### config.mk
export PLATFORM = sky130hd
export DESIGN_NAME = dkong_sprite_dma
export DESIGN_NICKNAME = d
export VERILOG_FILES = /design/src/rtl/dkong_sprite_dma.sv
export SDC_FILE = /design/constraint.sdc
export NUM_CORES = 1
export LEC_CHECK = 0
export ABC_AREA = 1
export BUFFER_PORTS_ARGS = -buffer_cell sky130_fd_sc_hd__buf_2
export CAP_MARGIN = 10
export CORE_AREA = 5 5 97 63
export DETAILED_ROUTE_END_ITERATION = 16
export DIE_AREA = 0 0 102 68
export MAX_ROUTING_LAYER = met4
export PLACE_DENSITY_LB_ADDON = 0.08
export SLEW_MARGIN = 20
export SYNTH_ARGS = -nofsm -noshare
export SYNTH_HDL_FRONTEND = slang
export SYNTH_SLANG_ARGS = --single-unit
### constraint.sdc
create_clock -name masterclk -period 2.2 [get_ports masterclk]
set_input_delay 0.33 -clock masterclk [delete_from_list [all_inputs] [get_ports masterclk]]
set_output_delay 0.33 -clock masterclk [all_outputs]
set_load 0.1 [all_outputs]
### src/rtl/dkong_sprite_dma.sv
// Sprite attribute DMA: once per frame, requests the system bus from the Z80
// and copies XFER_LEN bytes from work RAM (SRC_BASE) into the sprite buffer
// (DST_BASE), one read/write pair per byte.
//
// Ports:
//   masterclk, rst         clock, synchronous active-high reset
//   start, enable          frame trigger pulse, DMA enable level
//   busrq / busak          bus request to CPU / bus grant from CPU
//   mem_addr, mem_rd,      bus address and strobes while granted
//   mem_wr, mem_wdata
//   mem_rdata, mem_wait    read data, memory stall (holds current strobe)
//   busy, done, aborted    status: active, release pulse, early-end flag
module dkong_sprite_dma #(
    parameter logic [15:0] SRC_BASE = 16'h6900,
    parameter logic [15:0] DST_BASE = 16'h7000,
    parameter int unsigned XFER_LEN = 384
) (
    input  logic        masterclk,
    input  logic        rst,
    input  logic        start,
    input  logic        enable,
    output logic        busrq,
    input  logic        busak,
    output logic [15:0] mem_addr,
    output logic        mem_rd,
    output logic        mem_wr,
    input  logic [7:0]  mem_rdata,
    output logic [7:0]  mem_wdata,
    input  logic        mem_wait,
    output logic        busy,
    output logic        done,
    output logic        aborted
);

    localparam int unsigned IDX_W = 12;
    localparam logic [IDX_W-1:0] LAST_IDX = IDX_W'(XFER_LEN - 1);

    typedef enum logic [2:0] {
        S_IDLE,
        S_REQ,
        S_READ,
        S_WRITE,
        S_RELEASE
    } state_t;

    state_t           state_q, state_d;
    logic [IDX_W-1:0] index_q, index_d;
    logic             busrq_q, busrq_d;
    logic             mem_rd_q, mem_rd_d;
    logic             mem_wr_q, mem_wr_d;
    logic [15:0]      mem_addr_q, mem_addr_d;
    logic [7:0]       mem_wdata_q, mem_wdata_d;
    logic             busy_q, busy_d;
    logic             done_q, done_d;
    logic             aborted_q, aborted_d;

    // State and output registers.
    always_ff @(posedge masterclk) begin
        if (rst) begin
            state_q     <= S_IDLE;
            index_q     <= '0;
            busrq_q     <= 1'b0;
            mem_rd_q    <= 1'b0;
            mem_wr_q    <= 1'b0;
            mem_addr_q  <= '0;
            mem_wdata_q <= '0;
            busy_q      <= 1'b0;
            done_q      <= 1'b0;
            aborted_q   <= 1'b0;
        end else begin
            state_q     <= state_d;
            index_q     <= index_d;
            busrq_q     <= busrq_d;
            mem_rd_q    <= mem_rd_d;
            mem_wr_q    <= mem_wr_d;
            mem_addr_q  <= mem_addr_d;
            mem_wdata_q <= mem_wdata_d;
            busy_q      <= busy_d;
            done_q      <= done_d;
            aborted_q   <= aborted_d;
        end
    end

    // Next state, then outputs decoded from the next state so every output
    // is a flop that reflects the state it is registered alongside.
    always_comb begin
        state_d     = state_q;
        index_d     = index_q;
        mem_wdata_d = mem_wdata_q;
        aborted_d   = aborted_q;

        unique case (state_q)
            S_IDLE: begin
                if (start && enable) begin
                    state_d   = S_REQ;
                    index_d   = '0;
                    aborted_d = 1'b0;
                end
            end
            S_REQ: begin
                if (busak) state_d = S_READ;
            end
            S_READ: begin
                if (!mem_wait) begin
                    mem_wdata_d = mem_rdata;
                    state_d     = S_WRITE;
                end
            end
            S_WRITE: begin
                // Grant and enable are only examined once the byte is written.
                if (!mem_wait) begin
                    if (index_q == LAST_IDX) begin
                        state_d = S_RELEASE;
                    end else if (!enable || !busak) begin
                        aborted_d = 1'b1;
                        state_d   = S_RELEASE;
                    end else begin
                        index_d = index_q + 12'd1;
                        state_d = S_READ;
                    end
                end
            end
            S_RELEASE: state_d = S_IDLE;
            default:   state_d = S_IDLE;
        endcase

        busrq_d  = (state_d == S_REQ) || (state_d == S_READ) || (state_d == S_WRITE);
        mem_rd_d = (state_d == S_READ);
        mem_wr_d = (state_d == S_WRITE);
        busy_d   = (state_d != S_IDLE);
        done_d   = (state_d == S_RELEASE);

        if (state_d == S_READ)
            mem_addr_d = SRC_BASE + 16'(index_d);
        else if (state_d == S_WRITE)
            mem_addr_d = DST_BASE + 16'(index_d);
        else
            mem_addr_d = mem_addr_q;
    end

    assign busrq     = busrq_q;
    assign mem_rd    = mem_rd_q;
    assign mem_wr    = mem_wr_q;
    assign mem_addr  = mem_addr_q;
    assign mem_wdata = mem_wdata_q;
    assign busy      = busy_q;
    assign done      = done_q;
    assign aborted   = aborted_q;

endmodule

==> results of run 1 <==
[worst register-to-register path, cell delays in order (launching register included)]
cell	delay [ps]
dfxtp_1	350
ha_1	180
nand2_2	110
nor2_4	140
nand2_1	100
nor2_4	130
nand2_2	60
nand2_2	60
nand3_2	60
o21ai_2	120
ha_1	220
nand2_1	70
xnor2_1	160
a21oi_1	80
[synthesized netlist by cell type]
master	count
o211ai_1	1
xor2_1	2
or2_0	1
dfxtp_1	43
nand3_2	3
nor2_4	5
a21oi_1	20
o221ai_1	1
buf_2	1
nand3_1	15
o21ai_1	13
a31oi_1	3
nand3b_1	1
nand2_1	37
o31ai_1	1
conb_1	1
nand2_2	13
a211oi_1	1
ha_1	2
inv_1	21
xnor2_1	1
nand4_1	4
nand3_4	1
o21ai_0	15
nor2_2	6
nor3_1	4
clkinv_1	1
buf_6	3
clkbuf_1	4
o21ai_2	2
inv_2	7
buf_4	2
clkinv_4	1
o22ai_1	2
nand2_4	3
nor2_1	37
and2_1	1
[metrics by stage]
step	util	setup WS (ps)	total power, mW	hold slack [ps]
after floorplan	-	445	1.23	479
after global placement	0.449	339	1.30	458
after detailed placement	0.449	284	1.30	470
after CTS	0.469	260	1.89	278
after global routing	0.469	95.9	1.94	277
final	0.469	238	1.86	285
[power by group through the flow]
stage               Clock, mW  Combinational [mW]  Sequential [mW]
floorplan                   0               0.144             1.09
global placement            0               0.450            0.849
detailed placement          0               0.449            0.849
CTS                     0.605               0.451            0.831
global route            0.634               0.473            0.836
finish                  0.584               0.449            0.830
[cell families (layout without fill, tap and decap cells)]
group / after synthesis / after routing
buffers and inverters: 40 / 82
AO/OA/AOI/OAI: 59 / 59
other: 1 / 1
flip-flops: 43 / 43
AND/OR/NAND/NOR: 131 / 131
adder cells (fa/ha/maj): 2 / 2
XOR/XNOR: 3 / 3
[how the worst max path moves through the flow]
stage	endpoint	slack, ps	cells past startpoint
2_1_floorplan	mem_addr[10]	450	13
3_3_place_gp	mem_addr[10]	340	13
3_5_place_dp	mem_addr[10]	280	13
4_1_cts	mem_addr[10]	260	13
5_1_grt	mem_addr[10]	100	13
6_report	mem_addr[10]	240	13
[state kept, by name (all words and copies together) (netlist names), 3 cells and up]
name,cells
mem_addr,14
index_q,12
mem_wdata,8
state_q,3
[metal layers]
metal / vias up / part of all wire
li1: 1000 / -
met1: 844 / 0.54
met2: 45 / 0.40
met3: 5 / 0.060
met4: 0 / 0.0072
met5: - / 0
[final cells by class]
cell class / instances / area share
Timing Repair Buffer: 45 / 0.0950
Sequential cell: 43 / 0.351
Inverter: 30 / 0.0480
Multi-Input combinational cell: 196 / 0.428
Tap cell: 69 / 0.0352
Clock inverter: 1 / 0.0123
Clock buffer: 6 / 0.0296
==> flow_metrics.tcl, run 1 <==
set metrics [dict create \
    status "completed" \
    cp_slowest_cell "dfxtp_1" \
    hold_path_class "in2reg" \
    globalRoute.totalOverflow 0 \
    synth_top_area_share 0.411 \
    synth_fa_ha_area_frac 0.0119 \
    drtPass1Iterations 4 \
    syn_to_final_growth_pct 16.8 \
    r2r_end "mem_addr[10]" \
    setup_viol 0 \
    hp-start "mem_rdata[6]" \
    slew-limit-headroom 0.572 \
    whs_path_depth 3 \
    cts_resized 0 \
    synth_area_per_cell_um2 7.52 \
    power_density_mw_per_mm2 761 \
    yosys.area_share.simple 0.322 \
    netlist_area_mm2 0.00210 \
    nets 337 \
    rows 21 \
    worst_slew_pin_slew_ps 642 \
    comb_power_share 0.241 \
    fin_crit_ps 1960 \
    fin_crit_sh 0.892 \
    critical_path_required_ps 2370 \
    viasPerCell 4.86 \
    holdPathEnd "mem_wdata[6]" \
    syn_inst 279 \
    ys_types 37 \
    core_mm2 0.00523 \
    nFillCells 549 \
    drt-total-wl_um 5030 \
    grt_antenna_before_repair 0 \
    drt_iter0_drc 88 \
    grtUsageTotal 0.156 \
    r2r_cells 13 \
    synth_top_family_by_area "simple AND/OR/NAND/NOR gates" \
    regArea_um2 861 \
    pwr-share-clk 0.314 \
    final_cells 390 \
    clock.fmax_mhz 510 \
    cts_tree "done" \
    h-tree-depth 2 \
    rr_startpoint "index_q[1]" \
    grtUsageMet3 0.0377 \
    numCtsBuffers 5 \
    placed_area_mm2 0.00235 \
    synth_compound_area_frac 0.153 \
    ant_nets 0 \
    drc_errors 0 \
    p_int_mw 1.22 \
    rsz0062_at_grt "no" \
    grt_pass1_wl_um 8290 \
    synth_warnings 0 \
    cts_hold_buf 0 \
    die_w_um 102 \
    syn-num-nets 295 \
    met1_usage 0.228 \
    wl_per_cell_um 12.9 \
    initial_core_util 0.401 \
    path_max_fanout 4 \
    tns_ps 0 \
    worstPathCellList "ha_1 -> nand2_2 -> nor2_4 -> nand2_1 -> nor2_4 -> nand2_2 -> nand2_2 -> nand3_2 -> o21ai_2 -> ha_1 -> nand2_1 -> xnor2_1 -> a21oi_1" \
    clock-sinks 43 \
    crit_type "reg2reg" \
    finClkSkew_ps 6.52 \
    ir_drop_mv 0.369 \
    synth_seq_area_share 0.411 \
    design_area_mm2 0.00245 \
    synth_top_cell_by_area "dfxtp_1" \
    vias 1894 \
    crit_buf_inv 0 \
    final_cell_mix "dfxtp_1 (43), buf_2 (42), nand2_1 (37), nor2_1 (37), inv_1 (21)" \
    clk_pin_slew_ps 80 \
    post-cts-setup-buffers 0 \
    ctsRootBufferMaster "clkbuf_8" \
    slew_violations 0 \
    grt_pass1_vias 1718 \
    max_stage_delay_ps 350 \
    synth-seq-cells 43 \
    synth_area_leaders "dfxtp_1 (41%), nand2_1 (6.6%), nor2_1 (6.6%)" \
    final_common_cell "dfxtp_1" \
    met2_usage 0.216 \
    die_area_mm2 0.00694 \
    muxShareOfSynthArea 0 \
    p_sw_mw 0.644 \
    cts_buffer_depth 2 \
    sw_frac_of_total 0.346 \
    gp_routability_congestion 0.850 \
    crit_path_start_kind "register" \
    die_y_um 68 \
    insertion_delay_ps 290 \
    endpoint_kind "register" \
    grt_max_degree 25 \
    numPlacedInstances 383 \
    cp_common_cell "nand2_2" \
    antenna_cells 0 \
    drive_gt1_frac 0.287 \
    r2r_slack_ps 240 \
    cp_top_family "simple AND/OR/NAND/NOR gates" \
    synth_xor_area_frac 0.0125 \
    ios 44 \
    max_cap_viol_count 0 \
    multi_input_area_mm2 0.00105 \
    leakage_nw 1.07 \
    dp_hpwl_um 3830 \
    startpoint "index_q[1]" \
    cp.arrival_ps 2130 \
    seqPwrFrac 0.446 \
    port_buffers 42 \
    grt_busiest_layer "met1" \
    hold_violations 0 \
]
No activity file was read; power rests on OpenSTA's default activity.
==> inputs of run 2 (changes only) <==
CELL_PAD_IN_SITES_DETAIL_PLACEMENT = 0   (was unset)
CELL_PAD_IN_SITES_GLOBAL_PLACEMENT = 2   (was unset)
CORE_AREA = 5 5 114 73   (was 5 5 97 63)
DIE_AREA = 0 0 119 78   (was 0 0 102 68)
==> run 2 against run 1 <==
  * Clock power increased by 49%
  * Register-to-register slack about the same
  * Maximum frequency increased by 0.41%
  * Design area increased by 4.6%
  * Critical path depth unchanged
  * Worst hold slack improved by 11 ps
  * Die area increased by 34%
  * Critical endpoint unchanged
  * Largest power group is now the clock network
  * Highest routed layer unchanged
==> flow_metrics.tcl, run 2 (synthesis gave the netlist of run 1 again) <==
set metrics [dict create \
    final_cells 415 \
    rows 24 \
    numPlacedInstances 407 \
    critical_path_required_ps 2360 \
    power_density_mw_per_mm2 840 \
    grtUsageMet3 0.0400 \
    final_cell_mix "dfxtp_1 (43), buf_2 (42), nand2_1 (37), nor2_1 (37), inv_1 (21)" \
    final_common_cell "dfxtp_1" \
    ir_drop_mv 0.304 \
    clock-sinks 43 \
    r2r_cells 13 \
    hp-start "mem_rdata[0]" \
    antenna_cells 0 \
    ios 44 \
    cp_common_cell "nand2_2" \
    vias 1884 \
    grt_antenna_before_repair 0 \
    viasPerCell 4.54 \
    drc_errors 0 \
    pwr-share-clk 0.403 \
    path_max_fanout 4 \
    syn_to_final_growth_pct 22.3 \
    p_int_mw 1.45 \
    die_w_um 119 \
    worstPathCellList "ha_1 -> nand2_2 -> nor2_4 -> nand2_1 -> nor2_4 -> nand2_2 -> nand2_2 -> nand3_2 -> o21ai_2 -> ha_1 -> nand2_1 -> xnor2_1 -> a21oi_1" \
    grt_busiest_layer "met1" \
    cp.arrival_ps 2120 \
    sw_frac_of_total 0.325 \
    fin_crit_sh 0.888 \
    die_area_mm2 0.00928 \
    clk_pin_slew_ps 60 \
    cts_tree "done" \
    grt_pass1_vias 1751 \
    p_sw_mw 0.700 \
    drt-total-wl_um 5750 \
    grt_max_degree 25 \
    finClkSkew_ps 7.42 \
    whs_path_depth 3 \
    drt_iter0_drc 76 \
    numCtsBuffers 5 \
    pre_cts_ws_ps 251 \
    grtUsageTotal 0.133 \
    drive_gt1_frac 0.296 \
    nFillCells 792 \
    largest_reg_flops 14 \
    post-cts-setup-buffers 0 \
    fin_crit_ps 1950 \
    drtPass1Iterations 4 \
    cp_slowest_cell "dfxtp_1" \
    max_stage_delay_ps 350 \
    rr_startpoint "index_q[1]" \
    max_cap_viol_count 0 \
    leakage_nw 1.11 \
    seqPwrFrac 0.386 \
    slew_violations 0 \
    insertion_delay_ps 290 \
    r2r_slack_ps 250 \
    wl_per_cell_um 13.9 \
    gp_routability_congestion 0.787 \
    holdPathEnd "mem_wdata[0]" \
    status "completed" \
    nets 339 \
    die_y_um 78 \
    setup_ws_ps 246 \
    port_buffers 42 \
    cts_hold_buf 0 \
    clock.fmax_mhz 512 \
    met2_usage 0.172 \
    endpoint_kind "register" \
    ant_nets 0 \
    crit_type "reg2reg" \
    cts_resized 0 \
    dp_hpwl_um 4450 \
    fin_util 0.362 \
    globalRoute.totalOverflow 0 \
    met1_usage 0.194 \
    ctsRootBufferMaster "clkbuf_16" \
    crit_path_start_kind "register" \
    grt_pass1_wl_um 9310 \
    h-tree-depth 2 \
    core_mm2 0.00709 \
    hold_violations 0 \
    comb_power_share 0.210 \
    r2r_end "mem_addr[10]" \
    hold_path_class "in2reg" \
    setup_viol 0 \
    cts_buffer_depth 2 \
    rsz0062_at_grt "no" \
    tns_ps 0 \
    initial_core_util 0.296 \
]
run 2: cell count changes in the layout (fill, tap and decap cells not counted), sizes merged:
cell and delta:
clkinv +1, buf +2
run 2: power by group through the flow:
stage	combinational, mW	sequential, mW	clock (mW)
6_report	0.453	0.832	0.868
5_1_grt	0.477	0.837	0.951
4_1_cts	0.457	0.832	0.897
3_5_place_dp	0.456	0.849	0
3_3_place_gp	0.458	0.850	0
2_1_floorplan	0.144	1.09	0
run 2: critical path, delay by kind of cell, from the launching register on:
family / cells / cell delay (ps)
adders and majority gates: 2 / 410
xor gates and xnor gates: 1 / 160
and+or+nand+nor: 8 / 720
AOI/OAI and AO/OA: 2 / 190
DFF: 1 / 350
run 2: metrics by stage:
step / cell area, um^2 / hold slack, ps / power (mW)
after global placement: 2390 / 460 / 1.31
after floorplan: 2100 / 479 / 1.23
after detailed placement: 2390 / 466 / 1.31
after CTS: 2560 / 286 / 2.19
after global routing: 2560 / 301 / 2.26
final: 2560 / 296 / 2.15
run 2: layout make-up:
class | instances | area [um^2] | area share
clock buffer | 6 | 139 | 0.0542
clock inverter | 2 | 35.0 | 0.0137
timing repair buffer | 47 | 248 | 0.0966
sequential | 43 | 861 | 0.336
inverter | 30 | 118 | 0.0459
tap | 91 | 114 | 0.0444
multi-input combinational | 196 | 1050 | 0.409
run 2: how the worst max path moves through the flow:
stage | from | to | slack [ps]
final | index_q[1] | mem_addr[10] | 250
after global routing | index_q[1] | mem_addr[10] | 70
after CTS | index_q[1] | mem_addr[10] | 230
after detailed placement | index_q[1] | mem_addr[10] | 250
after global placement | index_q[1] | mem_addr[10] | 300
after floorplan | index_q[1] | mem_addr[10] | 450
run 2: per-layer routing:
metal,share of wire,routed length (um)
met1,0.53,3050
met2,0.40,2280
met3,0.062,354
met4,0.011,66
met5,0,0
